### src/rtl/risc16_pkg.sv
// Shared risc16 definitions: instruction geometry and the program loader state encoding.
package risc16;

    localparam int INSTR_WIDTH      = 16;
    localparam int INSTR_PTR_WIDTH  = 8;
    localparam int LOADER_LEN_BYTES = 2;

    typedef enum logic [2:0] {
        IDLE   = 3'd0,
        LEN_HI = 3'd1,
        LEN_LO = 3'd2,
        DAT_HI = 3'd3,
        DAT_LO = 3'd4,
        WRITE  = 3'd5,
        CSUM   = 3'd6,
        ERR    = 3'd7
    } loader_state_t;

endpackage

### src/rtl/instr_loader.sv
// Byte-stream program loader: assembles big-endian words and writes them into the fetch RAM.
// Optional trailing XOR checksum is compiled in with `define INSTR_LOADER_CHECKSUM_EN.
module instr_loader
    import risc16::*;
#(
    parameter int INSTR_W = INSTR_WIDTH,
    parameter int PTR_W   = INSTR_PTR_WIDTH
) (
    input  logic               clk_i,
    input  logic               rst_i,
    input  logic               start_i,
    input  logic [7:0]         s_data_i,
    input  logic               s_valid_i,
    output logic               s_ready_o,
    output logic [INSTR_W-1:0] ram_data_o,
    output logic [PTR_W-1:0]   ram_addr_o,
    output logic               ram_we_o,
    output logic               core_hold_o,
    output logic               done_o,
    output logic               err_o,
    output logic [PTR_W:0]     words_o
);

    localparam logic [16:0] CAP_WORDS = 17'd1 << PTR_W;

    loader_state_t      state_r;
    loader_state_t      next_state_s;
    logic               hs_s;
    logic               done_set_s;
    logic [15:0]        len_next_s;
    logic [PTR_W:0]     words_inc_s;
    logic [7:0]         len_hi_r;
    logic [15:0]        len_r;
    logic [7:0]         hi_r;
    logic               s_ready_r;
    logic [INSTR_W-1:0] ram_data_r;
    logic [PTR_W-1:0]   addr_r;
    logic               we_r;
    logic               hold_r;
    logic               done_r;
    logic               err_r;
    logic [PTR_W:0]     words_r;
`ifdef INSTR_LOADER_CHECKSUM_EN
    logic [7:0]         csum_r;
`endif

    assign hs_s        = s_valid_i & s_ready_r;
    assign len_next_s  = {len_hi_r, s_data_i};
    assign words_inc_s = words_r + (PTR_W+1)'(1);

    // Next-state decode; done_set_s marks a successful end of session.
    always_comb begin
        next_state_s = state_r;
        done_set_s   = 1'b0;
        case (state_r)
            IDLE: begin
                if (start_i) next_state_s = LEN_HI;
                else         next_state_s = IDLE;
            end
            LEN_HI: begin
                if (hs_s) next_state_s = LEN_LO;
                else      next_state_s = LEN_HI;
            end
            LEN_LO: begin
                if (!hs_s) begin
                    next_state_s = LEN_LO;
                end else if (len_next_s == 16'd0) begin
`ifdef INSTR_LOADER_CHECKSUM_EN
                    next_state_s = CSUM;
`else
                    next_state_s = IDLE;
                    done_set_s   = 1'b1;
`endif
                end else if ({1'b0, len_next_s} > CAP_WORDS) begin
                    next_state_s = ERR;
                end else begin
                    next_state_s = DAT_HI;
                end
            end
            DAT_HI: begin
                if (hs_s) next_state_s = DAT_LO;
                else      next_state_s = DAT_HI;
            end
            DAT_LO: begin
                if (hs_s) next_state_s = WRITE;
                else      next_state_s = DAT_LO;
            end
            WRITE: begin
                if (17'(words_inc_s) < {1'b0, len_r}) begin
                    next_state_s = DAT_HI;
                end else begin
`ifdef INSTR_LOADER_CHECKSUM_EN
                    next_state_s = CSUM;
`else
                    next_state_s = IDLE;
                    done_set_s   = 1'b1;
`endif
                end
            end
            CSUM: begin
`ifdef INSTR_LOADER_CHECKSUM_EN
                if (!hs_s) begin
                    next_state_s = CSUM;
                end else if (s_data_i == csum_r) begin
                    next_state_s = IDLE;
                    done_set_s   = 1'b1;
                end else begin
                    next_state_s = ERR;
                end
`else
                next_state_s = IDLE;
`endif
            end
            ERR:     next_state_s = IDLE;
            default: next_state_s = IDLE;
        endcase
    end

    // State, datapath and output registers; outputs are decoded from the next state so they align with it.
    always_ff @(posedge clk_i or posedge rst_i) begin
        if (rst_i) begin
            state_r    <= IDLE;
            len_hi_r   <= 8'd0;
            len_r      <= 16'd0;
            hi_r       <= 8'd0;
            s_ready_r  <= 1'b0;
            ram_data_r <= '0;
            addr_r     <= '0;
            we_r       <= 1'b0;
            hold_r     <= 1'b0;
            done_r     <= 1'b0;
            err_r      <= 1'b0;
            words_r    <= '0;
`ifdef INSTR_LOADER_CHECKSUM_EN
            csum_r     <= 8'd0;
`endif
        end else begin
            state_r   <= next_state_s;
            s_ready_r <= (next_state_s == LEN_HI) || (next_state_s == LEN_LO) ||
                         (next_state_s == DAT_HI) || (next_state_s == DAT_LO) ||
                         (next_state_s == CSUM);
            we_r      <= (next_state_s == WRITE);
            hold_r    <= (next_state_s != IDLE);
            done_r    <= done_set_s;
            if (state_r == IDLE && start_i) begin
                err_r   <= 1'b0;
                words_r <= '0;
                addr_r  <= '0;
`ifdef INSTR_LOADER_CHECKSUM_EN
                csum_r  <= 8'd0;
`endif
            end
            if (next_state_s == ERR) err_r <= 1'b1;
            if (state_r == LEN_HI && hs_s) len_hi_r <= s_data_i;
            if (state_r == LEN_LO && hs_s) len_r <= len_next_s;
            if (state_r == DAT_HI && hs_s) hi_r <= s_data_i;
            if (state_r == DAT_LO && hs_s) ram_data_r <= {hi_r, s_data_i};
`ifdef INSTR_LOADER_CHECKSUM_EN
            if ((state_r == DAT_HI || state_r == DAT_LO) && hs_s) csum_r <= csum_r ^ s_data_i;
`endif
            // Address advances after the write cycle, so it wraps to 0 after a full RAM.
            if (state_r == WRITE) begin
                addr_r  <= addr_r + PTR_W'(1);
                words_r <= words_inc_s;
            end
        end
    end

    assign s_ready_o   = s_ready_r;
    assign ram_data_o  = ram_data_r;
    assign ram_addr_o  = addr_r;
    assign ram_we_o    = we_r;
    assign core_hold_o = hold_r;
    assign done_o      = done_r;
    assign err_o       = err_r;
    assign words_o     = words_r;

endmodule

### config.mk
export PLATFORM = sky130hd
export DESIGN_NAME = instr_loader
export DESIGN_NICKNAME = d
export VERILOG_FILES = /design/src/rtl/risc16_pkg.sv /design/src/rtl/instr_loader.sv
export SDC_FILE = /design/constraint.sdc
export NUM_CORES = 1
export LEC_CHECK = 0
export ABC_AREA = 0
export CORE_MARGIN = 8
export CORE_UTILIZATION = 30
export DETAILED_ROUTE_END_ITERATION = 12
export GPL_TIMING_DRIVEN = 0
export HOLD_SLACK_MARGIN = 0.06
export PLACE_DENSITY = 0.6
export RECOVER_POWER = 25
export SYNTH_ARGS = -nofsm -noshare
export SYNTH_HDL_FRONTEND = slang
export SYNTH_SLANG_ARGS = --single-unit
### constraint.sdc
create_clock -name clk_i -period 3.4 [get_ports clk_i]
set_clock_uncertainty 0.05 [all_clocks]
set_input_delay 0.51 -clock clk_i [delete_from_list [all_inputs] [get_ports clk_i]]
set_output_delay 0.51 -clock clk_i [all_outputs]
set_load 0.05 [all_outputs]
==> flow_metrics.tcl <==
set metrics [dict create \
    postCtsSetupBuffers 0 \
    cp_cell_sequence "and3_1, and3_1, nand3_1, xnor2_1, ha_1, nand2_1, o31ai_1, o31a_1, nand4_2, a21boi_1" \
    crit_path_end_kind "flop" \
    fmax_mhz 390 \
    crit_type "reg2reg" \
    wl_per_cell_um 14.9 \
    synth_cell_types 46 \
    netlist_area_um2 3300 \
    cts.path.max_buffers 2 \
    grt-ovfl-total 0 \
    detail-route-antenna-nets 0 \
    hpwl_mm 5.42 \
    max-vdd-ir-drop_v 0.000504 \
    cp_slowest_cell "dfrtp_1" \
    dpl_cell_area_um2 4000 \
    netlist_instances 289 \
    start_util_pct 30.6 \
    async_reset_ff_share_pct 100 \
    finalHoldViolCount 0 \
    cp-startpoint "words_o[2]$_DFFE_PP0P_" \
    first_pass_iters 4 \
    drt_iter0_markers 195 \
    tightest_slew_ps 1260 \
    syn-num-nets 311 \
    arrival_ps 2750 \
    antenna_found_initial 0 \
    critical_path.max_stage_delay_ps 450 \
    crit_path_start_kind "flop" \
    cts.clk_slew.worst_paths_ps 90 \
    fin_area_um2 4180 \
    via_per_inst 4.74 \
    fp.dieW_um 121 \
    routed_wl_mm 7.36 \
    r2r_setup_slack_ps 840 \
    reg2regPathDepth 10 \
    p_leak_nw 1.84 \
    drc_errors 0 \
    final_cell_mix "dfrtp_1 (73), nand2_1 (48), clkdlybuf4s50_1 (48), mux2_2 (32), o21ai_0 (20)" \
    root_buffer "clkbuf_8" \
    fillers 1063 \
    power-per-cell-area_nw_per_um2 877 \
    core-area_um2 10800 \
    clock_latency_ps 350 \
    fin_crit_ps 2560 \
    ys_seq_elements 73 \
    finalNetCount 372 \
    h-tree-depth 3 \
    gp_congestion 0.798 \
    dr_total_vias 2348 \
    grt_pass1_vias 2443 \
    dieArea_um2 14600 \
    grt_setup_unrepaired "false" \
    finalPower_mw 3.67 \
    ys_seq_area_share_pct 55.3 \
    whs_path_depth 2 \
    ios 50 \
    port_buffers 49 \
    final_common_cell "dfrtp_1" \
    endpoint "s_ready_o$_DFF_PP0_" \
    syn_area_per_cell_um2 11.4 \
    path_common_cell "and3_1" \
    grt_max_degree 52 \
    required_ps 3590 \
    fp.dieH_um 121 \
    cts_tree "done" \
    synth_edf_count 0 \
    max-cap-violations 0 \
    drv_slew 0 \
    r2r-end "s_ready_o$_DFF_PP0_" \
    drive_gt1_share_pct 18.3 \
    finalSetupViolCount 0 \
    yosysWarnings 0 \
    finalCritPeriodShare_pct 75.4 \
    status "complete, no violations" \
    r2r-start "words_o[2]$_DFFE_PP0P_" \
    ys.flop_type "dfrtp_1" \
    maxSlewHeadroom_pct 16.0 \
    cts_buffers 9 \
    diodes 0 \
    ctsResizeCount 0 \
    std_cell_rows 38 \
    hold_path.class "reg2reg" \
    syn2layout_area_growth_pct 26.4 \
    grt_usage_pct 10.7 \
    cp_max_fo 7 \
    cts_sinks 73 \
    ctsHoldBuffers 0 \
    grt_pass1_wl_mm 12.5 \
]
report_power, final:
group | switching (mW) | leakage (nW) | total (mW) | internal (mW)
Sequential | 0.222 | 0.928 | 1.43 | 1.21
Combinational | 0.931 | 0.812 | 1.55 | 0.619
Clock | 0.343 | 0.100 | 0.688 | 0.345
Total | 1.50 | 1.84 | 3.67 | 2.17
stage by stage:
step / util, % / hold WS [ps] / TNS (ps) / std cells / setup WS, ps
after floorplan: - / 385 / 0 / 289 / 731
after global placement: 36.8 / 399 / -18580 / 478 / -260
after detailed placement: 37.1 / 412 / 0 / 479 / 732
after CTS: 38.9 / 416 / 0 / 495 / 802
after global routing: 38.7 / 454 / 0 / 495 / 442
final: 38.7 / 425 / 0 / 495 / 837
worst min-delay path by stage:
stage | startpoint | to
after floorplan | hi_r[2]$_DFFE_PP0P_ | ram_data_o[10]$_DFFE_PP0P_
after global placement | hi_r[0]$_DFFE_PP0P_ | ram_data_o[8]$_DFFE_PP0P_
after detailed placement | hi_r[2]$_DFFE_PP0P_ | ram_data_o[10]$_DFFE_PP0P_
after CTS | rst_i | words_o[7]$_DFFE_PP0P_
after global routing | hi_r[5]$_DFFE_PP0P_ | ram_data_o[13]$_DFFE_PP0P_
final | hi_r[2]$_DFFE_PP0P_ | ram_data_o[10]$_DFFE_PP0P_
Yosys cell counts, drive strengths merged (5+ instances only):
cell type	instances	area, um2
nor2	7	26.3
a22o	6	52.6
nand2	48	180
mux2	32	360
ha	10	125
nor3	5	41.3
inv	11	41.3
o21ai	23	115
clkbuf	5	18.8
and3	6	38.8
nand3	11	55.1
dfrtp	73	1830
xor2	5	43.8
kinds of logic (layout without fill, tap and decap cells):
family                     Yosys count  count (layout)  synth area share [%]
AOI/OAI and AO/OA                   51              51                  10.1
xor gates and xnor gates             9               9                  2.39
adders and majority gates           10              10                  3.79
buffers and inverters               21              87                  2.73
DFF                                 73              73                  55.3
muxes                               32              32                  10.9
and+or+nand+nor                     93              93                  14.8
worst max-delay path, delay by kind of cell (launching register included):
| kind | cells | cell delay (ps) |
|---|---|---|
| xor gates and xnor gates | 1 | 160 |
| AOI/OAI and AO/OA | 3 | 750 |
| and+or+nand+nor | 5 | 740 |
| DFF | 1 | 450 |
| adders and majority gates | 1 | 300 |
per-layer routing:
layer / up-vias / GRT usage (%) / wire length, um
met5: - / 0 / 0
met4: 0 / 3.51 / 89
met3: 7 / 4.33 / 459
met2: 47 / 17.2 / 3590
met1: 1152 / 12.8 / 3220
li1: 1142 / - / -
flip-flops by register name, indices dropped and copies added (netlist names):
name         cells
ram_addr_o       8
s_ready_o        1
state_r          3
done_o           1
len_r           16
core_hold_o      1
hi_r             8
ram_data_o      16
len_hi_r         8
words_o          9
ram_we_o         1
err_o            1
cell type report:
type / instances / area (um2) / share of cell area, %
clock buffers: 9 / 124 / 2.96
multi-input cells: 195 / 1390 / 33.2
plain buffers: 9 / 45.0 / 1.08
repair buffers: 50 / 495 / 11.9
clock inverters: 7 / 77.6 / 1.86
flip-flops and latches: 73 / 1830 / 43.7
inverters: 12 / 46.3 / 1.11
well taps: 140 / 175 / 4.19
(Power assumes the default switching activity.)
